### config.mk
export PLATFORM = sky130hd
export DESIGN_NAME = instr_mem_pipe
export DESIGN_NICKNAME = d
export VERILOG_FILES = /design/src/rtl/instr_mem_pkg.sv /design/src/rtl/instr_mem_array.sv /design/src/rtl/instr_mem_pipe.sv
export SDC_FILE = /design/constraint.sdc
export NUM_CORES = 1
export LEC_CHECK = 0
export BUFFER_PORTS_ARGS = -buffer_cell sky130_fd_sc_hd__buf_4
export CAP_MARGIN = 20
export CORE_MARGIN = 3
export CORE_UTILIZATION = 54
export CTS_BUF_LIST = sky130_fd_sc_hd__clkbuf_16
export CTS_CLUSTER_SIZE = 28
export DETAILED_ROUTE_END_ITERATION = 8
export GPL_ROUTABILITY_DRIVEN = 0
export PLACE_DENSITY = 0.84
export SYNTH_ARGS = -nofsm -noshare
export SYNTH_HDL_FRONTEND = slang
export SYNTH_SLANG_ARGS = --single-unit
### constraint.sdc
create_clock -name clk -period 2.4 [get_ports clk]
set_input_delay 0.12 -clock clk [delete_from_list [all_inputs] [get_ports clk]]
set_output_delay 0.12 -clock clk [all_outputs]
set_load 0.01 [all_outputs]
### src/rtl/instr_mem_pkg.sv
// Shared definitions for the instruction memory and its neighbours.
package instr_mem_pkg;

  // Default geometry
  localparam int DEF_DATA_W = 16;
  localparam int DEF_ADDR_W = 16;
  localparam int DEF_DEPTH  = 16;

  // Word presented on a fault and after reset
  localparam logic [DEF_DATA_W-1:0] DEF_NOP_WORD = '0;

  // Fetch-port mode
  typedef enum logic {
    ST_FETCH = 1'b0,
    ST_LOAD  = 1'b1
  } state_e;

  // Opcode field values, shared with decode
  localparam logic [3:0] OP_ADD = 4'b0010;
  localparam logic [3:0] OP_SUB = 4'b0110;
  localparam logic [3:0] OP_SLT = 4'b0111;
  localparam logic [3:0] OP_LW  = 4'b1000;
  localparam logic [3:0] OP_SW  = 4'b1010;
  localparam logic [3:0] OP_BNE = 4'b1110;

endpackage

### src/rtl/instr_mem_array.sv
// DEPTH x DATA_W storage: one synchronous write port, one combinational read
// port whose value the top samples into its output register. No reset, so
// contents survive a pipeline reset.
module instr_mem_array #(
  parameter int DATA_W = 16,
  parameter int DEPTH  = 16,
  parameter int IDX_W  = 4
) (
  input  logic              clk,
  input  logic              we,
  input  logic [IDX_W-1:0]  waddr,
  input  logic [DATA_W-1:0] wdata,
  input  logic [IDX_W-1:0]  raddr,
  output logic [DATA_W-1:0] rdata
);

  logic [DATA_W-1:0] mem [DEPTH];

  // Program-load write; callers only strobe we for in-range addresses
  always_ff @(posedge clk) begin
    if (we) mem[waddr] <= wdata;
  end

  // Read is unregistered here; the top owns the pipeline register
  assign rdata = mem[raddr];

endmodule

### src/rtl/instr_mem_pipe.sv
// Loadable instruction memory with a one-cycle, valid/ready fetch port.
// Owns the FETCH/LOAD mode register, the handshake, the range check that
// flags faults, flush, and the output register feeding decode.
module instr_mem_pipe
  import instr_mem_pkg::*;
#(
  parameter int                DATA_W   = DEF_DATA_W,
  parameter int                ADDR_W   = DEF_ADDR_W,
  parameter int                DEPTH    = DEF_DEPTH,
  parameter logic [DATA_W-1:0] NOP_WORD = DATA_W'(DEF_NOP_WORD)
) (
  input  logic              clk,
  input  logic              rst_n,
  input  logic              fetch_req,
  input  logic [ADDR_W-1:0] fetch_addr,
  output logic              fetch_ready,
  output logic              instr_valid,
  input  logic              instr_ready,
  output logic [DATA_W-1:0] instr,
  output logic [ADDR_W-1:0] instr_addr,
  output logic              addr_fault,
  input  logic              flush,
  input  logic              load_mode,
  input  logic              load_we,
  input  logic [ADDR_W-1:0] load_addr,
  input  logic [DATA_W-1:0] load_data
);

  localparam int IDX_W = (DEPTH > 1) ? $clog2(DEPTH) : 1;
  // One extra bit so DEPTH == 2**ADDR_W is representable and the compare
  // stays full-width and unsigned
  localparam logic [ADDR_W:0] DEPTH_X = (ADDR_W+1)'(DEPTH);

  state_e            state;
  logic              in_load;
  logic              fetch_in_rng;
  logic              load_in_rng;
  logic              accept;
  logic              enter_load;
  logic              mem_we;
  logic [DATA_W-1:0] mem_rdata;

  assign in_load      = (state == ST_LOAD);
  assign fetch_in_rng = ({1'b0, fetch_addr} < DEPTH_X);
  assign load_in_rng  = ({1'b0, load_addr} < DEPTH_X);

  // Ready never depends on the address, only on mode, flush and slot state
  assign fetch_ready = !in_load && (!instr_valid || instr_ready) && !flush;
  assign accept      = fetch_req && fetch_ready;
  assign enter_load  = !in_load && load_mode;
  assign mem_we      = in_load && load_we && load_in_rng;

  instr_mem_array #(
    .DATA_W (DATA_W),
    .DEPTH  (DEPTH),
    .IDX_W  (IDX_W)
  ) u_array (
    .clk   (clk),
    .we    (mem_we),
    .waddr (load_addr[IDX_W-1:0]),
    .wdata (load_data),
    .raddr (fetch_addr[IDX_W-1:0]),
    .rdata (mem_rdata)
  );

  // Mode register: follows load_mode one edge later, so the first cycle
  // after load_mode drops still rejects fetches
  always_ff @(posedge clk or negedge rst_n) begin
    if (!rst_n) state <= ST_FETCH;
    else        state <= load_mode ? ST_LOAD : ST_FETCH;
  end

  // Output register: flush and load entry kill the slot, accept refills it,
  // a consume empties it, otherwise everything holds (stall)
  always_ff @(posedge clk or negedge rst_n) begin
    if (!rst_n) begin
      instr_valid <= 1'b0;
      instr       <= NOP_WORD;
      instr_addr  <= '0;
      addr_fault  <= 1'b0;
    end else if (flush || enter_load) begin
      instr_valid <= 1'b0;
    end else if (accept) begin
      instr_valid <= 1'b1;
      instr       <= fetch_in_rng ? mem_rdata : NOP_WORD;
      instr_addr  <= fetch_addr;
      addr_fault  <= !fetch_in_rng;
    end else if (instr_ready) begin
      instr_valid <= 1'b0;
    end
  end

endmodule

After elaboration in Yosys (flattened, before gate mapping):

Memory sizes are Yosys's and may differ from the RTL's.
Index checks and enable logic that the tools add are counted.

* mux-type cells: 7
* bitwise operators: 1
* order comparisons: 2
* reductions and logical operators: 14

Operator list (count)
* $lt A16 B5 Y1 const B: 2
* $mux W16: 1
* $logic_and A1 B1 Y1: 6
* $mux W1: 6
* $logic_not A1 Y1: 4
* $reduce_bool A3 Y1: 1
* $logic_or A1 B1 Y1: 2
* $reduce_and A2 Y1: 1
* $not A1 Y1: 1

* memories kept: 1
* logic and storage cells: 30
* register bits: 35
* output and inout port bits: 35
* bits in writable memories: 256
* input port bits: 55

Memory list
* u_array.mem: depth 16, width 16, rd ports 1, clocked after memory_dff 0, write ports 1, line instr_mem_array.sv:17 `logic [DATA_W-1:0] mem [DEPTH];`

Logic depth before layout (Yosys ltp):

* depth after elaboration: 7
* gate-level depth with buffers: 7
* gate-level depth less buffers: 4

Modules after synthesis:

From an unflattened synthesis, not the netlist that was laid out.

* cells, all modules: 527
* area total of the unflattened synthesis: 11337.1 um2

Modules (own cells, without submodules)
* instr_mem_array: sequential area each 7687.4 um2, area each 9723.1 um2, cells an instance 416, times used 1
* instr_mem_pipe: sequential area each 875.8 um2, area each 1614.0 um2, cells an instance 111, times used 1

Worst setup path after synthesis:

Ideal clock, no wire load.

* path kind: input -> register
* from: input load_addr[15]
* to: memory u_array.mem[2][0], enable pin
* path buffers: 0
* arrival: 2.279 ns
* path slack: -0.288 ns
* required time: 1.991 ns
* stages on the path: 4
* path through: or4_4 -> nor4_4 -> nand3b_1 -> nor3_1

* cells in the longest elaborated chain, start to end: 4

RTL lines
* start: declaration: line instr_mem_pipe.sv:25 `input logic [ADDR_W-1:0] load_addr,`
* $lt A16 B5 Y1: line instr_mem_pipe.sv:45 `assign load_in_rng = ({1'b0, load_addr} < DEPTH_X);`
* $logic_and A1 B1 Y1: line instr_mem_pipe.sv:51 `assign mem_we = in_load && load_we && load_in_rng;`
* $mux W1: line instr_mem_array.sv:21 `if (we) mem[waddr] <= wdata;`
* $mux W1 (not written as such): line instr_mem_array.sv:21
* end: declaration: line instr_mem_array.sv:17

No other way between the ends.

Final worst setup path:

* from: input fetch_addr[0]
* to: register instr[11]

* cells in the longest elaborated chain, start to end: 2
* elaborated cells between the ends (all ways): 3
* classes of those cells: order compare: 1; mux: 1; memory: 1

RTL lines
* start: declaration: line instr_mem_pipe.sv:15 `input logic [ADDR_W-1:0] fetch_addr,`
* $lt A16 B5 Y1 or $mem_v2 Z16 W16 (tied branches)
* $mux W16 (*): line instr_mem_pipe.sv:85 `instr <= fetch_in_rng ? mem_rdata : NOP_WORD;`
* end signal: assignment: line instr_mem_pipe.sv:85
* end: declaration: line instr_mem_pipe.sv:19 `output logic [DATA_W-1:0] instr,`

Every way passes the cells marked *; elsewhere a longest branch is shown, timed or not.
A chain may end at the register's enable or synchronous reset.

==> impl_metrics.tcl <==
set metrics [dict create \
    clock-sinks 291 \
    port_buffers 89 \
    slew_headroom_pct 63.1 \
    stdcell_area_um2 13800 \
    antenna_found_initial 0 \
    cts_setup_buffers 0 \
    maxCapViolations 0 \
    nets 901 \
    ff2ff_path_depth 5 \
    min_path_cells 3 \
    crit_type "in2reg" \
    clkLatencyLatePin_ns 0.54 \
    die_w_um 151 \
    crit_family "buffers and inverters" \
    viasPerCell 6.07 \
    vdd_drop_max_mv 0.612 \
    place_worst_setup_slack_ns 0.0356 \
    htreeDepth 1 \
    vias 6913 \
    synth_seq_area_share_pct 75.6 \
    drt-total-wl_um 27700 \
    cts_root_buffer "clkbuf_16" \
    drive_gt1_share_pct 21.1 \
    syn_inst 690 \
    worstMarginPinSlew_ns 0.554 \
    dpl-instance-area_um2 12600 \
    cts_tree "built" \
    clock.fmax_ghz 0.470 \
    dp_hpwl_um 16900 \
    required_ns 2.83 \
    clockBufferDepth 3 \
    r2r_setup_slack_ns 0.30 \
    share_seq_of_total_power_pct 54.5 \
    dieArea_um2 22800 \
    yosys.area.top_type_share_pct 67.8 \
    worst_setup_path_start_kind "input pin" \
    yosys.area.top_type "edfxtp_1" \
    status "finished clean" \
    rows 52 \
    worst_r2r_endpoint "u_array.mem[12][0]$_DFFE_PP_" \
    avgRoutedWirePerCell_um 24.3 \
    clkPwrFrac_pct 38.3 \
    core_um2 20400 \
    drcViolationCount 0 \
    grt_overflow 0 \
    hold-path-endpoint "instr_addr[3]$_DFFE_PN0P_" \
    min_path_type "in2reg" \
    fin_total_pwr_mw 10.3 \
    p_sw_mw 2.21 \
    fin_crit_sh_pct 88.6 \
    setup_viol 0 \
    initial_core_util_pct 55.5 \
    p_comb_share_pct 7.2 \
    p_int_mw 8.05 \
    cp_max_fo 29 \
    switching_share_pct 21.6 \
    final_util_pct 67.6 \
    cts_buffers 29 \
    rsz0062_at_grt "false" \
    cp_slowest_cell "dlygate4sd3_1" \
    n_antenna_cell 0 \
    yosysUniqueCellTypes 30 \
    grt_max_degree 36 \
    power.density_nw_per_um2 743 \
    syn_avg_cell_area_um2 16.4 \
    grt_usage_pct 24.1 \
    critPathArrivalTime_ns 2.56 \
    yosysWarnings 0 \
    setup_ws_ns 0.275 \
    critPathMaxStageDelay_ns 0.55 \
    drt-pass1-iter-count 5 \
    drtIter0Drc 636 \
    cellLeakagePower_nw 5.26 \
    die_h_um 151 \
    cp_num_buf_inv 3 \
    r2r_start "in_load$_DFF_PN0_" \
    nFillCells 1283 \
    drv_slew 0 \
    critical_path.endpoint_type "flip-flop" \
    hold_violations 0 \
    synth.area.top_cells "edfxtp_1, mux2i_1, dfrtp_1, nor2_1, o22ai_1" \
    area_growth_pct 21.9 \
    fin_skew_ns 0.0168 \
    postRouteAntennaNets 0 \
    synth_area_um2 11300 \
    cts.repair.resized 0 \
    grt_pass1_wl_um 40800 \
    fin_crit_ns 2.13 \
    io_pins 90 \
    hp-start "fetch_addr[3]" \
    fin_hold_ws_ns 0.0695 \
    path_cells "dlygate4sd3_1 -> buf_6 -> buf_12 -> mux2i_1 -> o22ai_1 -> or4_1 -> a32o_1" \
    cts.clk_slew.worst_paths_ns 0.06 \
    syn_nets 745 \
    ys_ff_latch 291 \
    grt_pass1_vias 7071 \
]
sequential cells by signal, indices dropped and copies added (netlist names):
signal / flops
addr_fault: 1
in_load: 1
instr: 16
instr_addr: 16
instr_valid: 1
u_array.mem: 256
cell families (layout without fill, tap and decap cells):
group / Yosys count / in the layout / synth area share (%)
simple gates: 169 / 169 / 7.45
buf+inv: 39 / 217 / 1.66
compound gates: 65 / 65 / 3.99
mux: 126 / 126 / 11.3
flops: 291 / 291 / 75.6
placed cells by master (no fill, tap or decap), types with 15 or more instances in the layout:
master / count
o21ai_0: 16
nor2_1: 48
a32o_1: 16
inv_1: 15
edfxtp_1: 256
nand2_1: 51
dfrtp_1: 35
o22ai_1: 31
buf_4: 114
or3_1: 16
clkbuf_16: 29
mux2i_1: 124
dlygate4sd3_1: 35
or4_1: 18
routing by layer:
| metal | vias to the layer above | GRT usage [%] | wire length [um] |
|---|---|---|---|
| met1 | 3437 | 32.1 | 10900 |
| li1 | 2981 | - | - |
| met2 | 422 | 39.9 | 13300 |
| met5 | - | 0 | 0 |
| met4 | 0 | 7.66 | 786 |
| met3 | 73 | 5.66 | 2800 |
worst reg2reg max path, stage by stage (launching register included):
cell and delay (ns):
dfrtp_1 0.40, nand2_1 0.12, nor4_4 0.39, or3b_4 0.48, nor2_2 0.22, buf_12 0.19
power by group through the flow:
stage / Sequential, mW / Clock (mW) / Combinational, mW
finish: 5.60 / 3.93 / 0.739
CTS: 5.59 / 3.96 / 0.724
detailed placement: 5.70 / 0 / 0.671
global route: 5.60 / 4.15 / 0.793
floorplan: 5.73 / 0 / 0.273
global placement: 5.70 / 0 / 0.655
what timing repair did:
| action | in CTS | in global routing |
|---|---|---|
| hold endpoints to repair | 308 | 0 |
| hold buffers | 35 | 0 |
| setup endpoints to repair | 0 | 0 |
final cells by class:
cell class	count	area [um^2]	area share [%]
Clock buffer	29	726	5.25
Clock inverter	24	100	0.724
Inverter	2	7.51	0.0543
Multi-Input combinational cell	360	2630	19.0
Sequential cell	291	8560	62.0
Tap cell	270	338	2.44
Timing Repair Buffer	162	1460	10.5
worst max-delay path by stage:
stage | from | endpoint | depth (start not counted)
CTS | fetch_addr[0] | instr[11]$_DFFE_PN0P_ | 7
finish | fetch_addr[0] | instr[11]$_DFFE_PN0P_ | 7
global route | in_load$_DFF_PN0_ | u_array.mem[0][2]$_DFFE_PP_ | 5
floorplan | load_addr[15] | u_array.mem[8][0]$_DFFE_PP_ | 4
detailed placement | load_addr[12] | u_array.mem[12][0]$_DFFE_PP_ | 6
global placement | load_addr[15] | u_array.mem[0][13]$_DFFE_PP_ | 6
stage by stage:
| stage | TNS [ns] | instances |
|---|---|---|
| global route | 0 | 1138 |
| detailed placement | 0 | 1050 |
| floorplan | -5.59 | 690 |
| CTS | 0 | 1138 |
| global placement | 0 | 1050 |
| finish | 0 | 1138 |
cell usage after synthesis:
library cell / count
buf_6: 1
nor4_4: 2
buf_2: 18
inv_1: 2
nor4_1: 3
or4_1: 18
a221oi_1: 1
nand3_1: 1
and4_1: 1
o22ai_1: 31
dfrtp_1: 35
mux4_2: 2
a32o_1: 16
edfxtp_1: 256
or2_1: 1
clkbuf_1: 15
o21ai_0: 16
nor2b_1: 2
nand3b_1: 2
nor3_2: 1
nor2_1: 60
or3b_4: 1
nand2_1: 51
or3_1: 16
nor3_1: 4
a211o_1: 1
or4_4: 1
nand2b_1: 5
mux2i_1: 124
buf_4: 3
Power figures use the tool's default switching activity.
